`src/rtl/change_return_unit.sv`:
```
// change_return_unit: returns the committed balance as one-hot coin pulses, largest coin first.
// Define CHANGE_RETURN_TIMEOUT_EN to add the inactivity timeout return; otherwise o_wait_time is 0.
module change_return_unit #(
    parameter int NUM_COINS   = 3,
    parameter int TOTAL_BITS  = 31,
    parameter int COIN_VAL0   = 100,
    parameter int COIN_VAL1   = 500,
    parameter int COIN_VAL2   = 1000,
    parameter int WAIT_CYCLES = 100
) (
    input  logic                  clk,
    input  logic                  reset_n,
    input  logic                  i_trigger_return,
    input  logic                  i_activity,
    input  logic [TOTAL_BITS-1:0] i_current_total,
    output logic [NUM_COINS-1:0]  o_return_coin,
    output logic                  o_return_busy,
    output logic                  o_return_done,
    output logic [TOTAL_BITS-1:0] o_remaining,
    output logic [31:0]           o_wait_time
);
    typedef enum logic {IDLE, DISPENSE} state_t;
    localparam logic [TOTAL_BITS-1:0] VALS [3] = '{TOTAL_BITS'(COIN_VAL0), TOTAL_BITS'(COIN_VAL1), TOTAL_BITS'(COIN_VAL2)};
    state_t                state_q, state_d;
    logic [TOTAL_BITS-1:0] rem_q, rem_d;
    logic [NUM_COINS-1:0]  coin_q, coin_d;
    logic                  busy_q, busy_d, done_q, done_d;
    logic [1:0]            sel;
    logic                  timeout;
`ifdef CHANGE_RETURN_TIMEOUT_EN
    logic [31:0] wait_q, wait_d;
    assign timeout = !i_activity && i_current_total != '0 && wait_q == 32'd1;
    // Every path other than a live countdown reloads the full timeout.
    assign wait_d = (state_q == DISPENSE || i_trigger_return || i_activity || i_current_total == '0 || wait_q <= 32'd1)
                    ? 32'(WAIT_CYCLES) : wait_q - 32'd1;
    always_ff @(posedge clk) begin
        if (!reset_n) wait_q <= 32'(WAIT_CYCLES);
        else          wait_q <= wait_d;
    end
    assign o_wait_time = wait_q;
`else
    logic unused_timer;
    assign unused_timer = i_activity | (WAIT_CYCLES == 0);
    assign timeout      = 1'b0;
    assign o_wait_time  = '0;
`endif
    always_comb begin
        sel = 2'd0;
        for (int k = 1; k < 3; k++) if (rem_q >= VALS[k]) sel = 2'(k);
    end
    always_comb begin
        state_d = state_q;
        rem_d   = rem_q;
        coin_d  = '0;
        busy_d  = busy_q;
        done_d  = 1'b0;
        if (state_q == IDLE) begin
            if (i_trigger_return || timeout) begin
                state_d = DISPENSE;
                rem_d   = i_current_total;
                busy_d  = 1'b1;
            end
        end else if (rem_q >= VALS[0]) begin
            coin_d = NUM_COINS'(1) << sel;
            rem_d  = rem_q - VALS[sel];
        end else begin
            state_d = IDLE;
            busy_d  = 1'b0;
            done_d  = 1'b1;
        end
    end
    always_ff @(posedge clk) begin
        if (!reset_n) begin
            state_q <= IDLE;
            rem_q   <= '0;
            coin_q  <= '0;
            busy_q  <= 1'b0;
            done_q  <= 1'b0;
        end else begin
            state_q <= state_d;
            rem_q   <= rem_d;
            coin_q  <= coin_d;
            busy_q  <= busy_d;
            done_q  <= done_d;
        end
    end
    assign o_return_coin = coin_q;
    assign o_return_busy = busy_q;
    assign o_return_done = done_q;
    assign o_remaining   = rem_q;
endmodule

```
`config.mk`:
```
export PLATFORM = sky130hd
export DESIGN_NAME = change_return_unit
export DESIGN_NICKNAME = d
export VERILOG_FILES = /design/src/rtl/change_return_unit.sv
export SDC_FILE = /design/constraint.sdc
export NUM_CORES = 1
export LEC_CHECK = 0
export CAP_MARGIN = 30
export CORE_ASPECT_RATIO = 0.6
export CORE_MARGIN = 4
export CORE_UTILIZATION = 47
export CTS_CLUSTER_DIAMETER = 60
export CTS_CLUSTER_SIZE = 25
export DETAILED_ROUTE_END_ITERATION = 8
export GPL_ROUTABILITY_DRIVEN = 1
export GPL_TIMING_DRIVEN = 0
export PLACE_DENSITY_LB_ADDON = 0.2
export SLEW_MARGIN = 40
export SYNTH_ARGS = -nofsm -noshare
export SYNTH_HDL_FRONTEND = slang
export SYNTH_SLANG_ARGS = --single-unit
```
`constraint.sdc`:
```
create_clock -name clk -period 11.73 [get_ports clk]
set_input_delay 2.346 -clock clk [delete_from_list [all_inputs] [get_ports clk]]
set_output_delay 2.346 -clock clk [all_outputs]
set_load 0.01 [all_outputs]
```
* Word-level counts from Yosys, hierarchy flattened
Index checks and enable logic that the tools add are counted.
** Operators by class
- Reductions and logical operators :: 5
- $lt $le $gt $ge :: 4
- Mux-type cells :: 15
- Shift operators :: 1
- Add/sub/neg operators :: 1
- Bitwise logic cells :: 1
- Equal/unequal tests :: 2
** Operator list (number)
- 31-bit 2-to-1 mux :: 5
- 31-bit binary-select mux with 2-bit select :: 1
- 31-bit by 10-bit greater-or-equal comparator with 1-bit output (second input constant) :: 1
- 31-bit by 7-bit greater-or-equal comparator with 1-bit output (second input constant) :: 1
- 31-bit by 9-bit greater-or-equal comparator with 1-bit output (second input constant) :: 1
- 31-bit subtractor :: 1
- 1-bit 2-to-1 mux :: 8
- 2-bit AND reduction :: 3
- 3-bit greater-or-equal comparator (second input constant) :: 1
- 2-bit inverter with 3-bit output :: 1
- 3-bit AND reduction :: 1
- 1-bit by 2-bit left shift with 3-bit output (first input constant) :: 1
- 2-bit 2-to-1 mux :: 1
- 2-bit by 1-bit inequality test with 1-bit output (second input constant) :: 1
- 2-bit inequality test (second input constant) :: 1
- 2-bit nonzero test :: 1
** Word-level totals
- Input port bits :: 35
- Output and inout port bits :: 68
- Bits in registers :: 37

* Logic depth before layout (Yosys ltp)
Gate-level depths: netlist (run 1).
- Word-level depth :: 10
- Gate-level depth with buffers :: 14
- Mapped depth without buffers :: 13

* Least setup slack after synthesis (run 1)
Ideal clock, no wire load.
- Kind :: reg2reg
- From :: register rem_q[25], in the netlist o_remaining[25]
- To :: register rem_q[27], in the netlist o_remaining[27]
- Arrival :: 3.802 ns
- Path buffers :: 0
- Cell stages (with the launch flop) :: 14
- Setup time :: 0.095 ns
- Slack :: 7.832 ns
- Clock period less this slack :: 3.898 ns
- Cell sequence :: dfxtp_1 or4_4 or4_4 or3_4 inv_2 o21ai_0 ha_1 a21oi_1 nand2_1 a41o_1 maj3_2 nor4_1 xnor2_1 a221oi_1
** On the way
- Word-level cells in the longest chain between the ends :: 10
** RTL lines
- from (decl) :: line 25 : logic [TOTAL_BITS-1:0] rem_q, rem_d;
- from (signal assigned) :: line 81 : rem_q <= rem_d;
- 31-bit by 9-bit greater-or-equal comparator with 1-bit output :: line 49 : for (int k = 1; k < 3; k++) if (rem_q >= VALS[k]) sel = 2'(k);
- 1-bit 2-to-1 mux :: line 49
- 2-bit 2-to-1 mux :: line 49
- 2-bit inverter with 3-bit output (not written as such) :: line 65 : rem_d = rem_q - VALS[sel];
- 31-bit binary-select mux with 2-bit select :: line 65
- 31-bit 2-to-1 mux (not written as such) (2 in a row) :: line 65
- 31-bit subtractor :: line 65
- 31-bit 2-to-1 mux :: line 63 : end else if (rem_q >= VALS[0]) begin
- 31-bit 2-to-1 mux :: line 57 : if (state_q == IDLE) begin
Several ways; a longest one is shown, not always the timed one. The select of a mux whose other input is x is not followed.
A chain may end at the register's enable or synchronous reset.

* Final worst setup path (run 1)
- From :: register rem_q[12], in the netlist o_remaining[12]
- To :: register rem_q[27], in the netlist o_remaining[27]
Same word-level chain as after synthesis.

==> impl_results.md, run 1 <==
* Outcome: complete, no violations
* Asr flop ratio synth at 0
* Max cap viols at 0
* DP Wirelength at 6050 µm
* Number of global-route vias before repair at 2,478
* Number of synthesized flops with an enable pin at 0
* Final-report max-slew violation count at 0
* Post-Route Skew at 3.77 ps
* Via Count at 2,759
* Die X at 103 µm
* Worst Hold Class: reg -> reg
* 1st-iter DRT viols at 264
* Power Density at 108 nW/µm²
* Routed vias/inst at 5.62
* Clock sinks at 37
* Crit path DAT at 4560 ps
* Pin count of the biggest net entering global routing at 11
* RSZ-0062 raised after global routing: false
* Final setup viols at 0
* First-pass GRT wire length at 12,100 µm
* Synth cell types at 57
* Drt pass-1 iters at 4
* Relative slew slack at 0.534
* Sw Ratio at 0.344
* Leak at 0.00144 µW
* Period utilization at 0.372
* Full die area at 6650 µm²
* GPL Wtd Cong at 0.915
* Cts repair resizes at 0
* Layout cell share with drive strength beyond 1 at 0.125
* Logic pwr share at 0.362
* Crit-path max FO at 6
* Chip height at 64.8 µm
* Post-CTS Hold Buffers at 0
* Clock latency on the worst-skew pair at 290 ps
* Worst Setup End Kind: flop
* H-tree Lvls at 2
* Total wire length at 7840 µm
* Met2 Use GR at 0.337
* Critical Path RT at 11,930 ps
* Most frequent cells in the layout: 69 x clkdlybuf4s50_1, 37 x dfxtp_1, 34 x conb_1, 32 x buf_4, 29 x nor2_1
* I/O Pins at 103
* CP startpoint kind: flop
* Tot Pwr at 378 µW
* TritonCTS clock tree: yes
* Max Root-Sink Buffers at 2
* Area leader, netlist: dfxtp_1
* Placed cells at 483
* Initial Util at 0.493
* GRT Max-Usage Layer: met1
* Ant diodes at 0
* Met3 usage in global routing at 0.0677
* Number of synthesis warnings at 0
* Internal Pwr Total at 248 µW
* Kind of critical path: reg -> reg
* Clk pwr share at 0.231
* Synthesized flop and latch total at 37
* Cts bufs inserted at 5
* Top post-synthesis cells by area: dfxtp_1 29%, buf_4 9.5%, a21oi_1 4.8%
* Post-synthesis cell area at 2530 µm²
* Drt drc at 0
* Routing usage on met1 at 0.339
* Nets@finish at 466
* Sequential area share after synthesis at 0.293
* Routed wire length per instance at 16.0 µm
* Switching Power at 130 µW
* Part of the power in registers at 0.406
* Min Clock Period, post-route at 4360 ps
* Most used flip-flop cell after synthesis: dfxtp_1
* Setup bufs post-CTS at 0
* Layout Cells excl Fill at 491
* Antenna violations before repair at 0
* Leading cell type in the layout, fill and taps excluded: clkdlybuf4s50_1
* Syn avg cell area at 8.02 µm²
* CORE AREA at 5130 µm²
* Cells after Synth at 315
* FP Rows at 20
* Peak VDD IR at 53.6 µV
* Final ANT Viol Nets at 0
* Grt total ovfl at 0
* Sum Neg Setup Slack at 0 ps
* Root buffer cell: clkbuf_8
* Final Hold Viols at 0
* Max Clk Rate at 0.229 GHz
* Clk pin slew, worst setup/hold paths at 70 ps
* Synth top area share at 0.293
* Worst-margin pin slew at 696 ps
* Area growth syn-to-layout at 38.9%
* GRT Total Usage at 0.231
* Port Buffers at 69
## per-stage QoR
stage          cell area, µm²  worst slack, ps  utilization  hold WS, ps
2_1_floorplan            2650             7830            -          481
3_3_place_gp             3420             7210        0.668          441
3_5_place_dp             3420             7210        0.668          446
4_1_cts                  3500             7300        0.683          456
5_1_grt                  3510             7120        0.684          496
6_report                 3510             7370        0.684          458
## state kept, by name (all words and copies together) (netlist names), named ones only
name and cells:
o_return_busy 1, state_q 1, o_remaining 29, o_return_coin 3
o_return_done 1
## path summary, 6_finish.rpt
check / start / end / slack [ps] / depth (start not counted)
setup / recovery: o_remaining[12] / o_remaining[27] / 7370 / 13
hold / removal: flop / flop / 460 / 2
setup reg to reg: o_remaining[12] / o_remaining[27] / 7370 / 13
hold reg to reg: flop / flop / 460 / 2
## area by class of cell
class / count / area [µm²]
timing repair buffer: 69 / 691
inverter: 6 / 22.5
multi-input combinational: 259 / 1600
tap: 66 / 82.6
fill: 443 / 1620
sequential: 37 / 741
clock buffer: 8 / 80.1
buffer: 46 / 293
## per-layer routing
| metal | part of all wire | up-vias |
|---|---|---|
| met3 | 0.12 | 15 |
| li1 | - | 1322 |
| met5 | 0 | - |
| met1 | 0.45 | 1267 |
| met4 | 0.0083 | 0 |
| met2 | 0.42 | 155 |
## logic make-up (layout without fill, tap and decap cells)
group | after synthesis | in the layout | share of synthesized area
AND/OR/NAND/NOR | 106 | 106 | 0.217
AO/OA/AOI/OAI | 89 | 89 | 0.238
buffers and inverters | 52 | 129 | 0.125
flip-flops | 37 | 37 | 0.293
adder cells (fa/ha/maj) | 11 | 11 | 0.0545
XOR/XNOR | 10 | 10 | 0.0347
multiplexers | 9 | 9 | 0.0361
other | 1 | 34 | 0.00148
## Yosys cell counts (3+ instances only)
cell and number:
a211oi_1 5, a21o_1 4, a21oi_1 24, a221oi_1 3, a311oi_1 4, a31oi_1 7, buf_4 32, clkbuf_1 13
dfxtp_1 37, ha_1 7, inv_1 5, mux2i_1 8, nand2_1 27, nand3_1 5, nor2_1 29, nor3_1 11
nor3b_1 3, nor4_1 6, o211ai_1 3, o21a_1 4, o21ai_0 16, o221ai_1 4, or3_1 3, xnor2_1 7
xor2_1 3
## critical path, stage by stage, from the launching register on
cell,delay [ps]
dfxtp_1,360
or4_1,650
nand4bb_1,430
or3_4,510
inv_2,130
o21ai_0,170
ha_1,360
a21oi_1,180
nand2_1,170
a41o_1,290
maj3_2,380
nor4_1,310
xnor2_1,100
a221oi_1,230
## power by group through the flow
| stage | combinational (µW) | sequential, µW | clock (µW) |
|---|---|---|---|
| global route | 148 | 156 | 93.3 |
| CTS | 134 | 153 | 88.2 |
| global placement | 130 | 155 | 0 |
| floorplan | 77.9 | 157 | 0 |
| finish | 137 | 154 | 87.3 |
| detailed placement | 133 | 155 | 0 |
Note: power is estimated with default switching activity, not from simulation.
==> run 2: changes to the inputs <==
CORE_UTILIZATION = 39   (was 47)
clock period = 3.9 ns   (was 11.73 ns; I/O delays follow)
==> run 2 against run 1 <==
  * Non-clock buffer count grew 12
  * Highest routed layer unchanged
  * Die area grew 18%
  * Register-to-register slack lost 7300 ps
  * Worst hold slack lost 2.3 ps
==> impl_results.md, run 2 (synthesis gave the netlist of run 1 again) <==
* Outcome: complete, no violations (unchanged)
* Relative slew slack at 0.463 (was 0.534)
* Drt pass-1 iters at 5 (was 4)
* Max Root-Sink Buffers at 2 (unchanged)
* Fillers at 559 (was 443)
* Full die area at 7870 µm² (was 6650 µm²)
* Post-CTS Hold Buffers at 0 (unchanged)
* Final Hold Viols at 0 (unchanged)
* Via Count at 2,853 (was 2,759)
* Clk pin slew, worst setup/hold paths at 70 ps (about the same)
* Number of global-route vias before repair at 2,584 (was 2,478)
* Placed cells at 501 (was 483)
* Leak at 0.00153 µW (was 0.00144 µW)
* FP Rows at 22 (was 20)
* Cts bufs inserted at 5 (unchanged)
* First-pass GRT wire length at 13,200 µm (was 12,100 µm)
* Max cap viols at 0 (unchanged)
* Peak VDD IR at 170 µV (was 53.6 µV)
* CP startpoint kind: flop (unchanged)
* I/O Pins at 103 (unchanged)
* Crit-path max FO at 6 (unchanged)
* Min Clock Period, post-route at 3860 ps (was 4360 ps)
* Pre-CTS setup slack at -559 ps (was 7210 ps)
* Max reg flops at 29 (unchanged)
* Final worst slack at 40.0 ps (was 7370 ps)
* Final setup viols at 0 (unchanged)
* TritonCTS clock tree: yes (unchanged)
* Worst Hold Class: reg -> reg (unchanged)
* Worst Setup End Kind: flop (unchanged)
* Grt total ovfl at 0 (unchanged)
* Leading cell type in the layout, fill and taps excluded: clkdlybuf4s50_1 (unchanged)
* DP Wirelength at 6060 µm (was 6050 µm)
* Worst-margin pin slew at 800 ps (was 696 ps)
* Critical Path RT at 4100 ps (was 11,930 ps)
* Ant diodes at 0 (unchanged)
* Chip height at 70.4 µm (was 64.8 µm)
* Initial Util at 0.408 (was 0.493)
* Layout Cells excl Fill at 520 (was 491)
* H-tree Lvls at 2 (unchanged)
* CORE AREA at 6190 µm² (was 5130 µm²)
* Kind of critical path: reg -> reg (unchanged)
* Routed wire length per instance at 16.3 µm (was 16.0 µm)
* Routed vias/inst at 5.49 (was 5.62)
* GPL Wtd Cong at 0.845 (was 0.915)
* Layout cell share with drive strength beyond 1 at 0.204 (was 0.125)
* Period utilization at 0.990 (was 0.372)
* Clock latency on the worst-skew pair at 290 ps (about the same)
* GRT Total Usage at 0.203 (was 0.231)
* Drt drc at 0 (unchanged)
* Root buffer cell: clkbuf_8 (unchanged)
* 1st-iter DRT viols at 171 (was 264)
* Most frequent cells in the layout: 69 x clkdlybuf4s50_1, 43 x buf_4, 34 x conb_1, 34 x dfxtp_1, 28 x nor2_1 (was 69 x clkdlybuf4s50_1, 37 x dfxtp_1, 34 x conb_1, 32 x buf_4, 29 x nor2_1)
* Area growth syn-to-layout at 50.8% (was 38.9%)
* Nets@finish at 478 (was 466)
* Final ANT Viol Nets at 0 (unchanged)
* Max Clk Rate at 0.259 GHz (was 0.229 GHz)
* Pin count of the biggest net entering global routing at 11 (unchanged)
* Post-Route Skew at 5.64 ps (was 3.77 ps)
* Total wire length at 8490 µm (was 7840 µm)
* Die X at 112 µm (was 103 µm)
* Crit path DAT at 4060 ps (was 4560 ps)
* Final-report max-slew violation count at 0 (unchanged)
* Power Density at 317 nW/µm² (was 108 nW/µm²)
* Antenna violations before repair at 0 (unchanged)
* Port Buffers at 69 (unchanged)
* Clock sinks at 37 (unchanged)
run 2: changes by cell type in the layout (fill, tap and decap cells not counted), moves of 3 or more:
| cell | delta |
|---|---|
| ha_1 | -3 |
| nor4_1 | -3 |
| buf_4 | +11 |
| ha_4 | +3 |
| dfxtp_1 | -3 |
run 2: worst paths after layout:
path | startpoint | cells past startpoint | to | slack [ps]
setup / recovery | o_remaining[25] | 12 | o_remaining[23] | 40
hold / removal | flop | 2 | flop | 460
setup reg to reg | o_remaining[25] | 12 | o_remaining[23] | 40
hold reg to reg | flop | 2 | flop | 460
run 2: timing repair:
| action | in CTS | in global routing |
|---|---|---|
| gates cloned | 0 | 0 |
| setup buffers | 8 | 4 |
| endpoints found under the setup margin | 21 | 18 |
| resized for setup | 22 | 13 |
| pin swaps | 9 | 12 |
| hold endpoints to repair | 0 | 0 |
run 2: power breakdown:
part | internal (µW) | leakage (µW) | switching, µW
sequential | 413 | 0.000308 | 49.2
combinational | 238 | 0.00118 | 226
clock | 140 | 0.0000443 | 142
total | 792 | 0.00153 | 417
run 2: worst max-delay path, stage by stage (launching register included):
cell	delay (ps)
dfxtp_4	350
or4_4	540
or4_4	450
or3_4	390
buf_6	140
ha_4	220
o211ai_1	260
nand2_2	140
a41o_1	270
maj3_2	420
o31ai_1	250
a21oi_1	110
a311oi_1	230
run 2: layer usage:
layer / part of all wire / GRT usage / wire length [µm]
met1: 0.45 / 0.297 / 3860
met2: 0.44 / 0.303 / 3750
met4: 0.0071 / 0.0391 / 60
met3: 0.096 / 0.0502 / 818
met5: 0 / 0 / 0
run 2: cell type report:
| cell class | instances | area (µm²) | share of cell area |
|---|---|---|---|
| tap | 84 | 105 | 0.0276 |
| clock buffer | 7 | 86.3 | 0.0226 |
| sequential | 37 | 749 | 0.197 |
| multi-input combinational | 259 | 1770 | 0.463 |
| inverter | 6 | 27.5 | 0.00722 |
| timing repair buffer | 81 | 785 | 0.206 |
| buffer | 46 | 293 | 0.0768 |
run 2: metrics by stage:
step	total power (µW)	util	setup TNS [ps]	hold WS, ps	instance area [µm²]
2_1_floorplan	706	-	0	481	2650
3_3_place_gp	859	0.557	-6850	442	3450
3_5_place_dp	865	0.557	-7140	448	3450
4_1_cts	1170	0.598	0	456	3700
5_1_grt	1270	0.616	-282	502	3810
6_report	1210	0.616	0	455	3810
==> run 3: changes to the inputs <==
SLEW_MARGIN = 20   (was 40)
==> results of run 3 <==
Final layout, timing and power as in run 2 (identical DEF).
